===== src/rtl/tinyarch_pkg.sv =====
// Shared definitions for the tiny-arch register-file read/write selection logic.
package tinyarch_pkg;

  typedef enum logic [1:0] {
    WB_ACC   = 2'd0,
    WB_FB    = 2'd1,
    WB_INSTR = 2'd2,
    WB_NONE  = 2'd3
  } wb_sel_e;

  localparam logic [3:0] REG_ACC = 4'hF;
  localparam logic [3:0] REG_FB  = 4'hD;

  typedef enum logic {
    IDLE     = 1'b0,
    WAIT_MEM = 1'b1
  } wbs_state_e;

endpackage


===== src/rtl/wb_addr_decode.sv =====
// Maps a writeback select plus instruction word to a register-file write address.
module wb_addr_decode
  import tinyarch_pkg::*;
(
  input  logic [1:0] wb_sel,
  input  logic [8:0] instr,
  output logic [3:0] waddr,
  output logic       wvalid
);

  // Only instr[5:3] carries a register number on the write side.
  logic unused_instr;
  assign unused_instr = ^{instr[8:6], instr[2:0]};

  always_comb begin
    waddr  = 4'h0;
    wvalid = 1'b1;
    case (wb_sel_e'(wb_sel))
      WB_ACC:   waddr = REG_ACC;
      WB_FB:    waddr = REG_FB;
      WB_INSTR: waddr = {1'b0, instr[5:3]};
      WB_NONE:  wvalid = 1'b0;
    endcase
  end

endmodule


===== src/rtl/wb_dest_sequencer.sv =====
// Sequences the register-file write port: one-cycle ALU writebacks, pending load
// writebacks with a memory timeout, and the decode stall for pending-write hazards.
module wb_dest_sequencer
  import tinyarch_pkg::*;
#(
  parameter int unsigned DATA_W      = 8,
  parameter int unsigned MEM_TIMEOUT = 15
) (
  input  logic              clk,
  input  logic              rst_n,
  input  logic [1:0]        wb_sel,
  input  logic [8:0]        instr,
  input  logic              wr_req,
  input  logic              is_load,
  input  logic [DATA_W-1:0] wr_data,
  input  logic              mem_valid,
  input  logic [DATA_W-1:0] mem_data,
  input  logic [3:0]        rd_addr,
  input  logic              err_clr,
  output logic              rf_we,
  output logic [3:0]        rf_waddr,
  output logic [DATA_W-1:0] rf_wdata,
  output logic              stall,
  output logic              busy,
  output logic              err
);

  localparam int unsigned    CNT_W    = $clog2(MEM_TIMEOUT + 1);
  localparam logic [CNT_W-1:0] CNT_LAST = CNT_W'(MEM_TIMEOUT - 1);

  wbs_state_e        state_q, state_d;
  logic [3:0]        pend_q, pend_d;
  logic [CNT_W-1:0]  cnt_q, cnt_d;
  logic              err_q, err_d;
  logic              we_q, we_d;
  logic [3:0]        waddr_q, waddr_d;
  logic [DATA_W-1:0] wdata_q, wdata_d;
  logic              timeout;

  logic [3:0] dec_addr;
  logic       dec_valid;

  wb_addr_decode u_decode (
    .wb_sel (wb_sel),
    .instr  (instr),
    .waddr  (dec_addr),
    .wvalid (dec_valid)
  );

  always_comb begin
    state_d = state_q;
    pend_d  = pend_q;
    cnt_d   = cnt_q;
    we_d    = 1'b0;
    waddr_d = waddr_q;
    wdata_d = wdata_q;
    timeout = 1'b0;
    case (state_q)
      IDLE: begin
        if (wr_req && dec_valid) begin
          if (is_load) begin
            pend_d  = dec_addr;
            cnt_d   = '0;
            state_d = WAIT_MEM;
          end else begin
            we_d    = 1'b1;
            waddr_d = dec_addr;
            wdata_d = wr_data;
          end
        end
      end
      WAIT_MEM: begin
        // Requests here are always stalled, so wr_req is never accepted.
        if (mem_valid) begin
          we_d    = 1'b1;
          waddr_d = pend_q;
          wdata_d = mem_data;
          state_d = IDLE;
        end else if (cnt_q == CNT_LAST) begin
          timeout = 1'b1;
          state_d = IDLE;
        end else if (cnt_q != '1) begin
          cnt_d = cnt_q + CNT_W'(1);
        end
      end
    endcase
    err_d = timeout ? 1'b1 : (err_clr ? 1'b0 : err_q);
  end

  always_ff @(posedge clk or negedge rst_n) begin
    if (!rst_n) begin
      state_q <= IDLE;
      pend_q  <= 4'h0;
      cnt_q   <= '0;
      err_q   <= 1'b0;
      we_q    <= 1'b0;
      waddr_q <= 4'h0;
      wdata_q <= '0;
    end else begin
      state_q <= state_d;
      pend_q  <= pend_d;
      cnt_q   <= cnt_d;
      err_q   <= err_d;
      we_q    <= we_d;
      waddr_q <= waddr_d;
      wdata_q <= wdata_d;
    end
  end

  assign busy     = (state_q == WAIT_MEM);
  assign stall    = busy && (wr_req || (rd_addr == pend_q));
  assign rf_we    = we_q;
  assign rf_waddr = waddr_q;
  assign rf_wdata = wdata_q;
  assign err      = err_q;

endmodule

===== config.mk =====
export PLATFORM = sky130hd
export DESIGN_NAME = wb_dest_sequencer
export DESIGN_NICKNAME = d
export VERILOG_FILES = /design/src/rtl/tinyarch_pkg.sv /design/src/rtl/wb_addr_decode.sv /design/src/rtl/wb_dest_sequencer.sv
export SDC_FILE = /design/constraint.sdc
export NUM_CORES = 1
export LEC_CHECK = 0
export BUFFER_PORTS_ARGS = -buffer_cell sky130_fd_sc_hd__clkbuf_2
export CAP_MARGIN = 20
export CORE_UTILIZATION = 40
export DETAILED_ROUTE_END_ITERATION = 10
export PLACE_DENSITY = 0.71
export SYNTH_ARGS = -nofsm -noshare
export SYNTH_HDL_FRONTEND = slang
export SYNTH_SLANG_ARGS = --single-unit

===== constraint.sdc =====
create_clock -name clk -period 2.9 [get_ports clk]
set_input_delay 0.29 -clock clk [delete_from_list [all_inputs] [get_ports clk]]
set_output_delay 0.29 -clock clk [all_outputs]
set_load 0.005 [all_outputs]

==> results by group <==
Timing
  • Worst rel slew slack: 53.6%
  • Final hold vios: 0
  • Unrepaired setup endpoints after global routing: false
  • Final setup fails: 0
  • Final WS setup: 915 ps
  • Slew Viols, Final: 0
  • Worst-Margin Slew: 696 ps
  • Minimum clock period: 1990 ps
  • Maximum operating frequency: 504 MHz
  • Setup TNS Final: 0 ps
  • Final period util: 68.5%
  • Clock skew: 1.50 ps

GRT
  • GR Overflow Total: 0
  • Grt peak-use layer: met2
  • Initial antenna violation count: 0
  • Met2 Use GR: 28.2%
  • M3 GR Usage: 2.86%
  • Met1 Usage GRT: 18.3%
  • GRT Util Overall: 15.6%
  • Largest net degree at the start of global routing: 24
  • First-pass GRT wire length: 4020 um
  • Number of global-route vias before repair: 922

Placed design
  • Worst slack, placed: 914 ps
  • Post-placement cell area: 0.00152 mm2
  • Placed wire-length estimate: 1860 um
  • Port Buffer Count: 46
  • GPL Wtd Cong: 0.800

Synthesis
  • Largest family of logic cells by synthesized area: multiplexers
  • Synth Flop Type: dfrtp_1
  • Synth area leader: dfrtp_1
  • Post-synth top area share: 45.2%
  • Post-synthesis mux area share: 24.7%
  • Compound-Gate Fraction of Synth Area: 10.4%
  • Synthesized area per cell: 12.5 um2
  • Post-synthesis adder-cell area fraction: 1.97%
  • EDFF count, synth: 0
  • Post-Synthesis Cells: 102
  • Synth Register Bits: 23
  • Cell variety after synth: 31
  • Post-Synthesis Cell Area: 0.00127 mm2
  • Post-synthesis sequential area ratio: 45.2%
  • Synth Area in XOR/XNOR: 2.75%
  • Async S/R FF share, synth: 100%
  • Synth Area in Simple Gates: 10.5%
  • Syn Nets: 141
  • Leading post-synthesis cells by cell area: dfrtp_1, mux2_2, mux2_4
  • Synth warn: 0

Drt
  • Drt first pass iters: 4
  • DR iter-0 viols: 27
  • Via density: 4.80
  • DRC: 0
  • WL per Instance: 12.5 um
  • WL final: 2420 um
  • Antenna viol nets, final: 0
  • DR vias: 931

Run
  • Max-Cap Viols: 0

Floorplanning
  • Core area: 0.00303 mm2
  • Die H: 58.4 um
  • Die area: 0.00341 mm2
  • Starting Density: 42.0%
  • Site Rows: 20
  • Die Wd: 58.4 um
  • IO Pins: 53

Cells and area
  • Antenna cells: 0
  • FILL cells: 278
  • Post-route cell area: 0.00156 mm2
  • Final layout net count: 190
  • Share of cells above drive strength 1: 52.0%
  • Area delta synth->final: 22.7%

Power
  • PD cells: 580 mW/mm2
  • Worst VDD drop: 203 uV
  • Pleak: 0.000790 uW

Setup path
  • Critical path arrival: 2200 ps
  • CP max FO: 20
  • CP Capture Type: flip-flop
  • Setup CP Type: flip-flop to flip-flop
  • CP Launch Type: flip-flop
  • WP data required: 3110 ps

CTS
  • Clock slew at reported path FFs: 120 ps
  • Maximum root-to-sink buffer count: 2
  • CTS Sinks: 23
  • CTS Buf Count: 3
  • CTS tree: yes
  • Clock Latency Late Sink: 310 ps
  • Post-cts resize count: 0
  • CTS root buffer: clkbuf_4
  • Postcts setup bufs: 0
  • H-tree Lvls: 1

Hold path
  • Hold WC Path Type: input pin to flip-flop

Outcome
  • Outcome: complete, no violations
## final timing paths
path / start / end / slack (ps) / depth (start not counted)
setup / recovery: busy / rf_wdata[7] / 910 / 3
hold / removal: err_clr / err / 150 / 2
setup reg to reg: busy / rf_wdata[7] / 910 / 3
hold reg to reg: rf_wdata[4] / rf_wdata[4] / 520 / 1
max in group asynchronous: rst_n / cnt_q[3] / 2050 / 2
min in group asynchronous: rst_n / rf_wdata[1] / 490 / 2
## placed cells by master, fill, tap and decap left out, drive strengths merged, types with 2 or more instances in the layout
cell type and instances:
ha 2, inv 6, nor2b 4, mux2 24, nand2 4, dfrtp 23, clkbuf 49, a31oi 2
o21ai 3, nor2 3, nand2b 7, xnor2 4, and2 2, nand3 2
## cells in the mapped netlist (all sizes together) (2+ instances only)
library cell  count
a31oi             2
and2              2
buf               3
dfrtp            23
ha                2
inv               6
mux2             24
nand2             4
nand2b            7
nand3             2
nor2              3
nor2b             4
o21ai             3
xnor2             4
## sequential cells by signal, summed over array words and instances (netlist names)
signal	cells
rf_we	1
pend_q	4
err	1
rf_wdata	8
rf_waddr	4
cnt_q	4
busy	1
## worst max-delay path: stages (launching register included)
cell     delay [ps]
dfrtp_1         810
nor2_1          170
a22oi_4         500
mux2_2          400
## stage by stage
step / cells / util [%] / power [uW] / hold slack (ps)
floorplan: 102 / - / 653 / -5.59
CTS: 194 / 51.6 / 921 / 148
detailed placement: 189 / 50.3 / 767 / 313
global route: 194 / 51.6 / 971 / 185
finish: 194 / 51.6 / 906 / 154
global placement: 189 / 50.3 / 751 / 303
## timing repair
| action | CTS | global route |
|---|---|---|
| hold buffers | 1 | 0 |
| hold endpoints to repair | 23 | 0 |
| setup endpoints to repair | 0 | 0 |
## cell families after synthesis
family,after synthesis
flops,23
fa+ha+maj,2
buf+inv,9
xor+xnor,4
mux,25
compound gates,15
simple gates,24
## cell type report
type	instances	area (um2)	area share, %
multi-input combinational	70	641	41.0
sequential	23	576	36.9
timing repair buffer	47	240	15.4
tap	44	55.1	3.53
clock buffer	3	22.5	1.44
inverter	6	22.5	1.44
clock inverter	1	5.00	0.321
## per-layer routing
layer  wire [um]  vias up
met5           0        -
met4          36        0
met3         118        4
met2        1220       29
met1        1050      445
li1            -      453
## power breakdown
group | internal (uW) | switching [uW] | leakage [uW] | total [uW]
Combinational | 185 | 108 | 0.000493 | 293
Clock | 51.6 | 95.5 | 0.0000177 | 147
Sequential | 401 | 65.9 | 0.000279 | 467
Note: power is estimated with default switching activity, not from simulation.
